## config.mk

```make
export PLATFORM = sky130hd
export DESIGN_NAME = segment_chase_decoder_flat
export DESIGN_NICKNAME = d
export VERILOG_FILES = /design/src/rtl/segment_chase_decoder_if.sv /design/src/rtl/segment_chase_decoder.sv /design/src/flat_wrapper.sv
export SDC_FILE = /design/constraint.sdc
export NUM_CORES = 1
export LEC_CHECK = 0
export ABC_AREA = 0
export BUFFER_PORTS_ARGS = -buffer_cell sky130_fd_sc_hd__buf_4
export CAP_MARGIN = 20
export CORE_MARGIN = 1.5
export CORE_UTILIZATION = 35
export DETAILED_ROUTE_END_ITERATION = 8
export GPL_TIMING_DRIVEN = 0
export PLACE_DENSITY = 0.56
export REMOVE_ABC_BUFFERS = 1
export SLEW_MARGIN = 10
export SYNTH_ARGS = -nofsm -noshare
export SYNTH_HDL_FRONTEND = slang
export SYNTH_SLANG_ARGS = --single-unit
```

## constraint.sdc

```tcl
create_clock -name clk -period 11.5 [get_ports clk]
set_input_delay 0.575 -clock clk [delete_from_list [all_inputs] [get_ports clk]]
set_output_delay 0.575 -clock clk [all_outputs]
set_load 0.02 [all_outputs]
```

## src/rtl/segment_chase_decoder_if.sv

```systemverilog
// segment_chase_decoder_if: segment lines in, decoded chase state out
//   master: drives seg_in, observes the decoded outputs
//   slave : the decoder (samples seg_in, drives the decoded outputs)
//   seg_in      raw segment lines a..g (bit i = segment i)
//   pos         decoded chase position 0..7
//   pos_valid   decoder locked
//   dir         1 = position increments, 0 = decrements
//   brightest   brightest segment of last window (7 = none)
//   step_pulse  one-cycle pulse per legal step
//   step_err    one-cycle pulse per illegal jump
//   step_period clk cycles between the last two legal steps
interface segment_chase_decoder_if #(
  parameter int PERIOD_WIDTH = 16
);
  logic [6:0] seg_in;
  logic [2:0] pos;
  logic pos_valid;
  logic dir;
  logic [2:0] brightest;
  logic step_pulse;
  logic step_err;
  logic [PERIOD_WIDTH-1:0] step_period;
  modport master (
    output seg_in,
    input pos, pos_valid, dir, brightest, step_pulse, step_err, step_period
  );
  modport slave (
    input seg_in,
    output pos, pos_valid, dir, brightest, step_pulse, step_err, step_period
  );
endinterface

```

## src/rtl/segment_chase_decoder.sv

```systemverilog
// segment_chase_decoder: measures per-segment PWM duty over fixed windows, picks the
// brightest segment and tracks the figure-eight chase position, direction and step period.
//   clk      clock
//   reset_n  asynchronous reset, active-low
//   bus      segment_chase_decoder_if.slave (seg_in in, decoded chase state out)
// Optional feature: define CHASE_PERIOD_EN to build the step period counter;
// otherwise step_period is tied to 0.
module segment_chase_decoder #(
  parameter int WINDOW_WIDTH = 8,
  parameter int THRESHOLD = 8,
  parameter int COMMON_ANODE = 1,
  parameter int PERIOD_WIDTH = 16
) (
  input logic clk,
  input logic reset_n,
  segment_chase_decoder_if.slave bus
);
  // windows shorter than 32 cycles scale the count up instead of down
  localparam int SH_L = WINDOW_WIDTH >= 5 ? 0 : 5 - WINDOW_WIDTH;
  localparam int SH_R = WINDOW_WIDTH >= 5 ? WINDOW_WIDTH - 5 : 0;
  localparam logic [4:0] THR = 5'(THRESHOLD);
  localparam logic [2:0] SEG_OF_POS [8] = '{3'd0, 3'd1, 3'd6, 3'd4, 3'd3, 3'd2, 3'd6, 3'd5};
  // segment 6 is ambiguous (positions 2 and 6); its entry is never read
  localparam logic [2:0] POS_OF_SEG [8] = '{3'd0, 3'd1, 3'd5, 3'd4, 3'd3, 3'd7, 3'd2, 3'd0};
  typedef enum logic {UNLOCKED, LOCKED} lock_t;
  function automatic logic [4:0] quant(input logic [WINDOW_WIDTH:0] c);
    logic [WINDOW_WIDTH+5:0] w;
    w = ({5'b0, c} << SH_L) >> SH_R;
    return (|w[WINDOW_WIDTH+5:5]) ? 5'd31 : w[4:0];
  endfunction
  logic [6:0] sync1, sync2, lvl;
  logic [WINDOW_WIDTH-1:0] win_cnt;
  logic window_end, duty_new, bright_new;
  logic [WINDOW_WIDTH:0] cnt [7];
  logic [4:0] duty_q [7];
  logic [4:0] best_duty;
  logic [2:0] best, bright, prev_bright;
  lock_t state, state_n;
  logic [2:0] pos_q, pos_n, pos_inc, pos_dec;
  logic dir_q, dir_n, pulse_q, pulse_n, err_q, err_n;
  logic [PERIOD_WIDTH-1:0] period_q;
  assign lvl = (COMMON_ANODE != 0) ? ~sync2 : sync2;
  assign window_end = &win_cnt;
  assign pos_inc = pos_q + 3'd1;
  assign pos_dec = pos_q - 3'd1;
  // the sample taken on the window_end cycle seeds the next window's count
  always_ff @(posedge clk or negedge reset_n) begin
    if (!reset_n) begin
      sync1 <= '0;
      sync2 <= '0;
      win_cnt <= '0;
      duty_new <= 1'b0;
      bright_new <= 1'b0;
      bright <= 3'd7;
      prev_bright <= 3'd7;
      for (int i = 0; i < 7; i++) begin
        cnt[i] <= '0;
        duty_q[i] <= '0;
      end
    end else begin
      sync1 <= bus.seg_in;
      sync2 <= sync1;
      win_cnt <= win_cnt + 1'b1;
      duty_new <= window_end;
      bright_new <= duty_new;
      for (int i = 0; i < 7; i++) begin
        cnt[i] <= window_end ? {{WINDOW_WIDTH{1'b0}}, lvl[i]} : cnt[i] + {{WINDOW_WIDTH{1'b0}}, lvl[i]};
        if (window_end) duty_q[i] <= quant(cnt[i]);
      end
      if (duty_new) begin
        bright <= best;
        prev_bright <= bright;
      end
    end
  end
  // strict '>' keeps the lowest index on ties
  always_comb begin
    best = 3'd7;
    best_duty = '0;
    for (int i = 0; i < 7; i++)
      if (duty_q[i] >= THR && (best == 3'd7 || duty_q[i] > best_duty)) begin
        best = 3'(i);
        best_duty = duty_q[i];
      end
  end
  always_ff @(posedge clk or negedge reset_n) begin
    if (!reset_n) begin
      state <= UNLOCKED;
      pos_q <= 3'd0;
      dir_q <= 1'b0;
      pulse_q <= 1'b0;
      err_q <= 1'b0;
    end else begin
      state <= state_n;
      pos_q <= pos_n;
      dir_q <= dir_n;
      pulse_q <= pulse_n;
      err_q <= err_n;
    end
  end
  // a step is legal when the neighbouring position maps to the new brightest segment
  always_comb begin
    state_n = state;
    pos_n = pos_q;
    dir_n = dir_q;
    pulse_n = 1'b0;
    err_n = 1'b0;
    if (bright_new && bright == 3'd7) state_n = UNLOCKED;
    else if (bright_new && bright != prev_bright) begin
      if (state == UNLOCKED) begin
        if (bright != 3'd6) begin
          state_n = LOCKED;
          pos_n = POS_OF_SEG[bright];
        end
      end else if (SEG_OF_POS[pos_inc] == bright) begin
        pos_n = pos_inc;
        dir_n = 1'b1;
        pulse_n = 1'b1;
      end else if (SEG_OF_POS[pos_dec] == bright) begin
        pos_n = pos_dec;
        dir_n = 1'b0;
        pulse_n = 1'b1;
      end else begin
        err_n = 1'b1;
        if (bright == 3'd6) state_n = UNLOCKED;
        else pos_n = POS_OF_SEG[bright];
      end
    end
  end
`ifdef CHASE_PERIOD_EN
  logic [PERIOD_WIDTH-1:0] period_cnt;
  always_ff @(posedge clk or negedge reset_n) begin
    if (!reset_n) begin
      period_cnt <= '0;
      period_q <= '0;
    end else begin
      period_cnt <= pulse_n ? PERIOD_WIDTH'(1) : (&period_cnt ? period_cnt : period_cnt + 1'b1);
      if (pulse_n) period_q <= period_cnt;
    end
  end
`else
  assign period_q = {PERIOD_WIDTH{1'b0}};
`endif
  always_comb begin
    bus.pos = pos_q;
    bus.pos_valid = state == LOCKED;
    bus.dir = dir_q;
    bus.brightest = bright;
    bus.step_pulse = pulse_q;
    bus.step_err = err_q;
    bus.step_period = period_q;
  end
endmodule

```

## src/flat_wrapper.sv

```systemverilog
// flat-port wrapper written by rule: the top's interface ports become plain ports
module segment_chase_decoder_flat 
#(
  parameter int WINDOW_WIDTH = 8,
  parameter int THRESHOLD = 8,
  parameter int COMMON_ANODE = 1,
  parameter int PERIOD_WIDTH = 16
)
  (clk, reset_n, bus_seg_in, bus_pos, bus_pos_valid, bus_dir, bus_brightest, bus_step_pulse, bus_step_err, bus_step_period);
  segment_chase_decoder_if #(.PERIOD_WIDTH(PERIOD_WIDTH)) bus_i ();
  input logic clk;
  input logic reset_n;
  input wire logic [$bits(bus_i.seg_in)-1:0] bus_seg_in;
  output wire logic [$bits(bus_i.pos)-1:0] bus_pos;
  output wire logic [$bits(bus_i.pos_valid)-1:0] bus_pos_valid;
  output wire logic [$bits(bus_i.dir)-1:0] bus_dir;
  output wire logic [$bits(bus_i.brightest)-1:0] bus_brightest;
  output wire logic [$bits(bus_i.step_pulse)-1:0] bus_step_pulse;
  output wire logic [$bits(bus_i.step_err)-1:0] bus_step_err;
  output wire logic [$bits(bus_i.step_period)-1:0] bus_step_period;
  assign bus_i.seg_in = bus_seg_in;
  assign bus_pos = bus_i.pos;
  assign bus_pos_valid = bus_i.pos_valid;
  assign bus_dir = bus_i.dir;
  assign bus_brightest = bus_i.brightest;
  assign bus_step_pulse = bus_i.step_pulse;
  assign bus_step_err = bus_i.step_err;
  assign bus_step_period = bus_i.step_period;
  segment_chase_decoder #(.WINDOW_WIDTH(WINDOW_WIDTH), .THRESHOLD(THRESHOLD), .COMMON_ANODE(COMMON_ANODE), .PERIOD_WIDTH(PERIOD_WIDTH)) u_core (.clk(clk), .reset_n(reset_n), .bus(bus_i));
endmodule
```

* Word level (Yosys, flattened, before mapping)
Memory sizes are Yosys's and may differ from the RTL's.
Cells that the tools add are included.
** Storage, ports and cells
- Output and inout bits :: 26
- Flip-flop bits (word level) :: 135
- ROM bits :: 72
- Bits in writable memories :: 0
- Bits in latches :: 0
- Memories :: 3
** Cells by class
- Equality and inequality tests :: 13
- Reduce and logical (&&, ||, !) cells :: 20
- Div/mod/pow operators :: 0
- Add/sub/neg operators :: 10
- Bitwise logic cells :: 5
- Multiplexer cells :: 57
- $lt $le $gt $ge :: 16
- Multiply operators :: 0
- Shift-type cells :: 0
** Memory list
- (name not given) :: words 8, bits a word 3, rd ports 1, clocked after memory_dff 0, wr ports 0, RTL line segment_chase_decoder.sv:113 : pos_n = POS_OF_SEG[bright];
- (name not given) :: words 8, bits a word 3, rd ports 1, clocked after memory_dff 0, wr ports 0, RTL line segment_chase_decoder.sv:115 : end else if (SEG_OF_POS[pos_inc] == bright) begin
- (name not given) :: words 8, bits a word 3, rd ports 1, clocked after memory_dff 0, wr ports 0, RTL line segment_chase_decoder.sv:119 : end else if (SEG_OF_POS[pos_dec] == bright) begin
** Operators by type and width (count)
- 5-bit two-way mux :: 13
- 9-bit by 1-bit adder with 9-bit output :: 7
- 9-bit two-way mux :: 7
- 3-bit two-way mux :: 18
- 5-bit by 4-bit >= comparator with 1-bit output (second input constant) :: 7
- 5-bit > comparator :: 6
- 3-bit == test (second input constant) :: 8
- 1-bit two-way mux :: 19
- 4-bit >= comparator (second input constant) :: 3
- 3-bit inverter with 4-bit output :: 3
- 8-bit by 1-bit adder with 8-bit output (second input constant) :: 1
- 1-bit logical AND :: 8
- 4-bit AND reduction :: 2
- 8-bit AND reduction :: 1
- 7-bit inverter :: 1
- 3-bit == test :: 2
- 1-bit logical OR :: 6
- 2-bit nonzero test :: 3
- 4-bit != test (second input constant) :: 1
- 3-bit by 1-bit adder with 3-bit output (second input constant) :: 1
- 3-bit != test :: 1
- 3-bit != test (second input constant) :: 1
- 3-bit by 1-bit subtractor with 3-bit output (second input constant) :: 1
- 1-bit inverter :: 1

* Depth between registers and ports, before layout
Gate-level depths: netlist of the first run.
- Word-level depth :: 26
- Gate-level depth with buffers :: 56
- Gate-level depth less buffers :: 56

* Worst setup path after synthesis of the first run
No wires, ideal clock.
- Kind :: register to register
- Start :: reg u_core.duty_q[33] (netlist bit)
- End :: reg u_core.bright[0] (netlist: u_core.bus.brightest[0])
- Stages on the path, launching flop included :: 53
- Required time :: 11421 ps
- Path buffers :: 0
- Arrival time :: 9967 ps
- Clock period less this slack :: 10046 ps
- Slack :: 1454 ps
- Cell sequence :: dfrtp_1 nor2_2 nor2b_1 ha_1 nand2b_1 a211oi_1 o22ai_1 a21oi_1 mux2_2 ha_1 nand4_1 or2_2 o21ai_0 o21ai_0 o21ai_0 a211oi_2 mux2_2 inv_1 (+17 left out) o21a_1 o21ai_0 a21oi_1 o22a_1 a21o_1 o21ai_1 mux2_2 ha_1 nor2b_1 o21a_1 o21ai_0 nand2b_1 a21oi_1 a31oi_1 a31oi_1 o21ai_0 a211o_1 o21ai_0
** On the way
- Cells in the longest elaborated chain, start to end :: 26
- Elaborated cells on any way between the ends :: 38
- Those cells by class :: 7 x order compare; 6 x eq/ne; 13 x mux; 12 x reduce/logical
** RTL lines
- from (decl) :: RTL line segment_chase_decoder.sv:35 : logic [4:0] duty_q [7];
- from (signal, indexed assignment) :: RTL line segment_chase_decoder.sv:68 : if (window_end) duty_q[i] <= quant(cnt[i]);
- 5-bit by 4-bit >= comparator with 1-bit output :: RTL line segment_chase_decoder.sv:81 : if (duty_q[i] >= THR && (best == 3'd7 || duty_q[i] > best_duty)) begin
- 5-bit two-way mux or 3-bit two-way mux (tied branches) :: RTL line segment_chase_decoder.sv:81
- 5-bit > comparator or 3-bit == test (tied branches) :: RTL line segment_chase_decoder.sv:81
- 1-bit logical OR :: RTL line segment_chase_decoder.sv:81
- 1-bit logical AND :: RTL line segment_chase_decoder.sv:81
- 5-bit two-way mux or 3-bit two-way mux (tied branches) :: RTL line segment_chase_decoder.sv:81
- 5-bit > comparator or 3-bit == test (tied branches) :: RTL line segment_chase_decoder.sv:81
- 1-bit logical OR :: RTL line segment_chase_decoder.sv:81
- (+10 left out)
- 5-bit > comparator or 3-bit == test (tied branches) :: RTL line segment_chase_decoder.sv:81
- 1-bit logical OR :: RTL line segment_chase_decoder.sv:81
- 1-bit logical AND :: RTL line segment_chase_decoder.sv:81
- 5-bit two-way mux or 3-bit two-way mux (tied branches) :: RTL line segment_chase_decoder.sv:81
- 5-bit > comparator or 3-bit == test (tied branches) :: RTL line segment_chase_decoder.sv:81
- 1-bit logical OR :: RTL line segment_chase_decoder.sv:81
- 1-bit logical AND :: RTL line segment_chase_decoder.sv:81
- 3-bit two-way mux (*) :: RTL line segment_chase_decoder.sv:81
- to (signal assigned) :: RTL line segment_chase_decoder.sv:71 : bright <= best;
- to (decl) :: RTL line segment_chase_decoder.sv:37 : logic [2:0] best, bright, prev_bright;
Mark *: on every way between the ends. The rest lies on a longest branch, timed or not.
A chain may end at the register's enable or synchronous reset.

* Worst setup path in the final report of the first run
Same ends and word-level chain as after synthesis.

==> results of run 1 <==
-- per-layer routing --
layer | track usage [%] | up-vias | wire, um
li1 | - | 2659 | -
met1 | 17.8 | 2421 | 6720
met2 | 20.7 | 43 | 5830
met3 | 3.70 | 11 | 368
met4 | 4.55 | 0 | 164
met5 | 0 | - | 0
-- critical path, delay by kind of cell (launching register included) --
kind | cells | cell delay [ns]
AOI/OAI and AO/OA | 26 | 4.50
adders and majority gates | 6 | 1.66
muxes | 6 | 2.20
and+or+nand+nor | 11 | 1.41
buffers and inverters | 3 | 0.38
DFF | 1 | 0.45
-- flip-flops by register name, summed over array words and instances, names as in the netlist --
| signal | flops |
|---|---|
| u_core.bright_new | 1 |
| u_core.sync1 | 7 |
| u_core.bus.pos_valid | 1 |
| u_core.bus.pos | 3 |
| u_core.prev_bright | 3 |
| u_core.duty_new | 1 |
| u_core.cnt | 63 |
| u_core.duty_q | 35 |
| u_core.sync2 | 7 |
| u_core.bus.step_err | 1 |
| u_core.bus.step_pulse | 1 |
| u_core.bus.brightest | 3 |
| u_core.bus.dir | 1 |
| u_core.win_cnt | 8 |
-- metrics by stage --
step                      worst slack (ns)  hold slack [ns]  util, %
final                                0.820            0.129     41.6
after global routing               -0.0204            0.174     41.6
after CTS                          0.00322            0.145     40.9
after detailed placement           -0.0930            0.335     37.9
after global placement             -0.0477            0.332     37.5
after floorplan                       1.46            0.279        -
-- cell usage in the layout, fill, tap and decap left out, types with 6 or more instances in the layout --
cell type / count
sky130_fd_sc_hd__dfrtp_1: 127
sky130_fd_sc_hd__nor2_1: 108
sky130_fd_sc_hd__nand2_1: 68
sky130_fd_sc_hd__ha_1: 50
sky130_fd_sc_hd__o21ai_0: 43
sky130_fd_sc_hd__inv_1: 41
sky130_fd_sc_hd__xnor2_1: 37
sky130_fd_sc_hd__nand3_1: 37
sky130_fd_sc_hd__a21oi_1: 36
sky130_fd_sc_hd__xor2_1: 28
sky130_fd_sc_hd__buf_4: 25
sky130_fd_sc_hd__nor3_1: 21
sky130_fd_sc_hd__clkbuf_16: 17
sky130_fd_sc_hd__conb_1: 16
sky130_fd_sc_hd__mux2_2: 12
sky130_fd_sc_hd__and2_1: 11
sky130_fd_sc_hd__and3_1: 7
sky130_fd_sc_hd__mux2i_1: 7
sky130_fd_sc_hd__nand4_1: 6
sky130_fd_sc_hd__nor2b_1: 6
sky130_fd_sc_hd__dfstp_2: 6
-- final cells by class --
type / instances / share of cell area (%)
Tap cell: 270 / 3.98
Inverter: 42 / 1.86
Clock inverter: 14 / 2.02
Multi-Input combinational cell: 573 / 43.9
Clock buffer: 18 / 5.17
Sequential cell: 135 / 39.9
Timing Repair Buffer: 31 / 3.24
-- worst max path at each step --
stage	from	to	depth (start not counted)
finish	u_core.duty_q[33]	u_core.bus.brightest[0]	52
global route	u_core.duty_q[33]	u_core.bus.brightest[0]	52
CTS	u_core.duty_q[33]	u_core.bus.brightest[2]	53
detailed placement	u_core.duty_q[33]	u_core.bus.brightest[2]	53
global placement	u_core.duty_q[33]	u_core.bus.brightest[0]	53
floorplan	u_core.duty_q[33]	u_core.bus.brightest[0]	52
-- where the power goes --
part	switching [W]	internal (W)	leakage [nW]
clock network	0.000212	0.000348	0.293
logic	0.0000896	0.0000927	1.80
registers	0.0000808	0.000562	1.73
-- kinds of logic (layout without fill, tap and decap cells) --
family,count (synthesis),in the layout,synth area share [%]
buf+inv,83,105,5.06
flops,135,135,46.1
fa+ha+maj,50,50,8.51
mux,23,23,3.64
other cells,1,16,0.0510
xor+xnor,65,65,7.74
simple gates,284,284,17.5
compound gates,135,135,11.5
-- repair_timing --
action                                  in CTS  in global routing
cloned                                       0                  0
pin swaps                                    1                  6
hold endpoints to repair                     0                  0
endpoints found under the setup margin       2                  3
gates resized for setup                      1                 18
setup buffers                                0                  8
==> flow_metrics.py, run 1 <==
metrics = {
    "outcome": {
        "run_status": "finished clean",
    },
    "die": {
        "fp.dieH_um": 148,
        "core-area_mm2": 0.0204,
        "die_w_um": 148,
        "floorplan.initialDensity_pct": 36.0,
        "die_outline_area_mm2": 0.0219,
        "io_pins": 35,
        "std_cell_rows": 52,
    },
    "sta": {
        "setup-violations-final": 0,
        "fin_tns_setup_ns": 0,
        "post-route-period-util_pct": 92.9,
        "layout_min_cycle_time_ns": 10.68,
        "fmaxAchievable_mhz": 93.6,
        "max_slew.worst_pin.slew_ns": 0.932,
        "hold_viol_final": 0,
        "worst_clock_skew_ns": 0.00821,
        "report.final.slew_viol_count": 0,
        "slew_headroom_pct": 37.8,
    },
    "final_layout": {
        "finalNetCount": 859,
        "finish.instance_area_mm2": 0.00849,
        "area_growth_syn_to_layout_pct": 15.6,
        "filler_cell_count": 2043,
        "post_route_cells_drive_above_1_share_pct": 13.2,
        "multiInputGateArea_mm2": 0.00372,
        "instances_no_fill": 1083,
        "final-seq-area_mm2": 0.00339,
        "antenna_cells": 0,
    },
    "routing": {
        "num_vias": 5134,
        "ant_nets": 0,
        "drt_iter0_drc": 216,
        "number_of_search_and_repair_iterations_in_the_first_detailed_routing_pass": 4,
        "routedWlPerCell_um": 12.1,
        "drc_errors": 0,
        "vias_per_std_cell": 4.74,
        "postRouteWirelength_um": 13100,
    },
    "global_routing": {
        "number_of_antenna_violations_at_the_first_check_in_global_routing": 0,
        "grt_max_degree": 74,
        "grt_first_pass_wirelength_um": 23800,
        "first_global_vias": 5134,
        "global_route.usage.total_pct": 13.3,
        "globalRouteOverflowTotal": 0,
    },
    "yosys": {
        "synth.area.top_cells": "sky130_fd_sc_hd__dfrtp_1, sky130_fd_sc_hd__ha_1, sky130_fd_sc_hd__nor2_1, sky130_fd_sc_hd__xnor2_1, sky130_fd_sc_hd__nand2_1",
        "synth_enable_flop_cells": 0,
        "synthesis.area_per_instance_um2": 9.47,
        "synth_largest_type_area_fraction_pct": 43.9,
        "post_syn_instances": 776,
        "synth_top_flop_cell": "sky130_fd_sc_hd__dfrtp_1",
        "ys_types": 65,
        "synth-seq-area-share_pct": 46.1,
        "synth.yosys.warnings": 0,
        "synth_commonest_cells": "sky130_fd_sc_hd__dfrtp_1, sky130_fd_sc_hd__nor2_1, sky130_fd_sc_hd__nand2_1",
        "netlist_area_mm2": 0.00735,
        "synth.most_common_cell": "sky130_fd_sc_hd__dfrtp_1",
        "async_flop_share_pct": 100,
        "synth_seq_cells": 135,
        "synth_top_cell_by_area": "sky130_fd_sc_hd__dfrtp_1",
    },
    "critical_path": {
        "worstPathArrival_ns": 11.02,
        "reg_to_reg_critical_path_startpoint": "u_core.duty_q[33]",
        "kind_of_critical_path": "register to register",
        "worst_r2r_path_cells": 52,
        "timing.rr.end": "u_core.bus.brightest[0]",
        "worstSetupStartpointType": "register",
        "maximum_fanout_along_the_worst_path": 6,
        "reg2reg_slack_ns": 0.82,
        "critical_path_required_ns": 11.84,
        "timing.critical_path.slowest_cell_delay_ns": 0.45,
        "path_common_cell": "sky130_fd_sc_hd__ha_1",
        "end_kind": "register",
        "critical_path_cell_with_the_highest_stage_delay": "sky130_fd_sc_hd__dfrtp_2",
    },
    "place": {
        "quantity_of_i_o_buffers_inserted_on_ports": 18,
        "hpwl_um": 8960,
        "place.gp.congestion": 0.773,
        "dp.cells": 1043,
        "post_dp_cell_area_mm2": 0.00775,
    },
    "cts": {
        "count_of_hold_fix_buffers_inserted_at_cts": 0,
        "cts_root_buf": "sky130_fd_sc_hd__clkbuf_16",
        "cts.sink_count": 135,
        "cts_buffer_depth": 2,
        "clock_insertion_delay_worst_skew_ns": 0.42,
        "htreeDepth": 4,
        "clock_tree_from_tritoncts": "done",
        "cts-buffers-inserted": 17,
        "cts.clk_slew.worst_paths_ns": 0.06,
    },
    "power_and_ir_drop": {
        "max-vdd-ir-drop_v": 0.0000982,
        "power.leakage_nw": 3.83,
        "p_per_area_mw_per_mm2": 163,
        "p_total_w": 0.00139,
    },
    "run": {
        "timing.max_cap.violations": 0,
    },
    "hold_path": {
        "worstHoldPathType": "primary input to asynchronous set/reset pin",
    },
}
Power figures use the tool's default switching activity.
==> inputs of run 2 (changes only) <==
--- a/config.mk
+++ b/config.mk
@@ -9,10 +9,10 @@
 export BUFFER_PORTS_ARGS = -buffer_cell sky130_fd_sc_hd__buf_4
 export CAP_MARGIN = 20
 export CORE_MARGIN = 1.5
-export CORE_UTILIZATION = 35
+export CORE_UTILIZATION = 54
 export DETAILED_ROUTE_END_ITERATION = 8
 export GPL_TIMING_DRIVEN = 0
-export PLACE_DENSITY = 0.56
+export PLACE_DENSITY = 0.77
 export REMOVE_ABC_BUFFERS = 1
 export SLEW_MARGIN = 10
 export SYNTH_ARGS = -nofsm -noshare
==> flow_metrics.py, run 2 (synthesis gave the netlist of run 1 again) <==
metrics = {
    "sta": {
        "fin_tns_setup_ns": 0,
        "max_slew.worst_pin.slew_ns": 0.905,
        "hold_viol_final": 0,
        "report.final.slew_viol_count": 0,
        "post-route-period-util_pct": 94.7,
        "worst_clock_skew_ns": 0.00689,
        "slew_headroom_pct": 39.1,
        "fmaxAchievable_mhz": 91.9,
        "layout_min_cycle_time_ns": 10.89,
        "setup-violations-final": 0,
    },
    "routing": {
        "num_vias": 5458,
        "drc_errors": 0,
        "routedWlPerCell_um": 14.0,
        "postRouteWirelength_um": 13900,
        "vias_per_std_cell": 5.51,
        "ant_nets": 0,
        "number_of_search_and_repair_iterations_in_the_first_detailed_routing_pass": 4,
        "drt_iter0_drc": 292,
    },
    "final_layout": {
        "most_common_cell_after_layout_fill_and_taps_aside": "sky130_fd_sc_hd__dfrtp_1",
        "post_route_cells_drive_above_1_share_pct": 13.1,
        "largest_reg_flops": 63,
        "largestRegisters": "u_core.cnt (63), u_core.duty_q (35), u_core.win_cnt (8)",
        "area_growth_syn_to_layout_pct": 13.5,
        "registers.top_by_ff_count": "u_core.cnt",
        "filler_cell_count": 1054,
        "instances_no_fill": 990,
        "finalNetCount": 860,
        "antenna_cells": 0,
        "mostFrequentLayoutCells": "sky130_fd_sc_hd__dfrtp_1, sky130_fd_sc_hd__nor2_1, sky130_fd_sc_hd__nand2_1",
    },
    "critical_path": {
        "worstSetupStartpointType": "register",
        "kind_of_critical_path": "register to register",
        "path_common_cell": "sky130_fd_sc_hd__ha_1",
        "critical_path_required_ns": 11.85,
        "critical_path_cell_with_the_highest_stage_delay": "sky130_fd_sc_hd__dfrtp_2",
        "maximum_fanout_along_the_worst_path": 6,
        "path_buf_inv": 3,
        "timing.rr.end": "u_core.bus.brightest[0]",
        "worst_r2r_path_cells": 52,
        "reg_to_reg_critical_path_startpoint": "u_core.duty_q[33]",
        "worstPathArrival_ns": 11.24,
        "timing.critical_path.max_delay_family": "compound AO/OA/AOI/OAI gates",
        "end_kind": "register",
        "reg2reg_slack_ns": 0.61,
        "timing.critical_path.slowest_cell_delay_ns": 0.45,
    },
    "power_and_ir_drop": {
        "p_total_w": 0.00137,
        "power.leakage_nw": 3.83,
        "p_per_area_mw_per_mm2": 164,
        "max-vdd-ir-drop_v": 0.0000830,
    },
    "global_routing": {
        "globalRouteOverflowTotal": 0,
        "grt_first_pass_wirelength_um": 24100,
        "grt_max_degree": 77,
        "first_global_vias": 5388,
        "global_route.usage.total_pct": 20.9,
        "number_of_antenna_violations_at_the_first_check_in_global_routing": 0,
    },
    "cts": {
        "cts_buffer_depth": 2,
        "clock_tree_from_tritoncts": "done",
        "cts.sink_count": 135,
        "cts.clk_slew.worst_paths_ns": 0.06,
        "cts-buffers-inserted": 17,
        "cts_root_buf": "sky130_fd_sc_hd__clkbuf_16",
        "clock_insertion_delay_worst_skew_ns": 0.42,
        "htreeDepth": 4,
        "count_of_hold_fix_buffers_inserted_at_cts": 0,
    },
    "place": {
        "place.gp.congestion": 0.874,
        "dp.cells": 949,
        "quantity_of_i_o_buffers_inserted_on_ports": 18,
        "hpwl_um": 9470,
    },
    "die": {
        "core-area_mm2": 0.0132,
        "std_cell_rows": 42,
        "fp.dieH_um": 120,
        "die_outline_area_mm2": 0.0143,
        "die_w_um": 120,
        "io_pins": 35,
        "floorplan.initialDensity_pct": 55.5,
    },
    "run": {
        "timing.max_cap.violations": 0,
    },
    "hold_path": {
        "worstHoldPathType": "primary input to asynchronous set/reset pin",
    },
    "outcome": {
        "run_status": "finished clean",
    },
}
[run 2: changes by cell type in the layout (fill, tap and decap cells not counted), sizes merged]
| cell | change |
|---|---|
| buf | +1 |
| clkinv | +4 |
| inv | -4 |
| bufinv | -1 |
| clkbuf | +1 |
[run 2: worst max path at each step]
stage	startpoint	to	slack (ns)	cells past startpoint
final	u_core.duty_q[33]	u_core.bus.brightest[0]	0.61	52
after global routing	u_core.duty_q[33]	u_core.bus.brightest[0]	-0.07	52
after CTS	u_core.duty_q[33]	u_core.bus.brightest[2]	0.13	52
after detailed placement	u_core.duty_q[33]	u_core.bus.brightest[2]	-0.11	52
after global placement	u_core.duty_q[33]	u_core.bus.brightest[0]	0.37	52
after floorplan	u_core.duty_q[33]	u_core.bus.brightest[0]	1.46	52
[run 2: stage by stage]
| step | cell area, um^2 | hold WS (ns) | setup WS, ns | utilization (%) |
|---|---|---|---|---|
| after detailed placement | 7630 | 0.335 | -0.111 | 57.6 |
| after floorplan | 7190 | 0.279 | 1.46 | - |
| after global routing | 8340 | 0.160 | -0.0650 | 63.0 |
| final | 8340 | 0.109 | 0.614 | 63.0 |
| after global placement | 7550 | 0.332 | 0.365 | 57.0 |
| after CTS | 8230 | 0.144 | 0.129 | 62.2 |
[run 2: area by class of cell]
cell class	count	area (um^2)	area share (%)
clock buffers	19	453	5.43
well taps	176	220	2.64
multi-input cells	573	3710	44.5
repair buffers	32	283	3.39
flip-flops and latches	135	3390	40.6
clock inverters	13	130	1.56
inverters	42	158	1.89
[run 2: layer usage]
layer / up-vias / routed length [um] / global-route usage (%)
li1: 2672 / - / -
met1: 2627 / 6060 / 25.4
met2: 125 / 6960 / 35.5
met3: 34 / 485 / 4.23
met4: 0 / 378 / 10.5
met5: - / 0 / 0
[run 2: report_power, final]
group	leakage (nW)	switching [W]	internal, W
Combinational	1.82	0.0000966	0.0000935
Sequential	1.73	0.0000846	0.000563
Clock	0.284	0.000202	0.000328
[run 2: what timing repair did]
item | 4_1_cts | 5_1_grt
pin swaps | 2 | 6
setup endpoints to repair | 3 | 3
resized for setup | 1 | 15
setup buffers | 2 | 7
hold endpoints to repair | 0 | 0
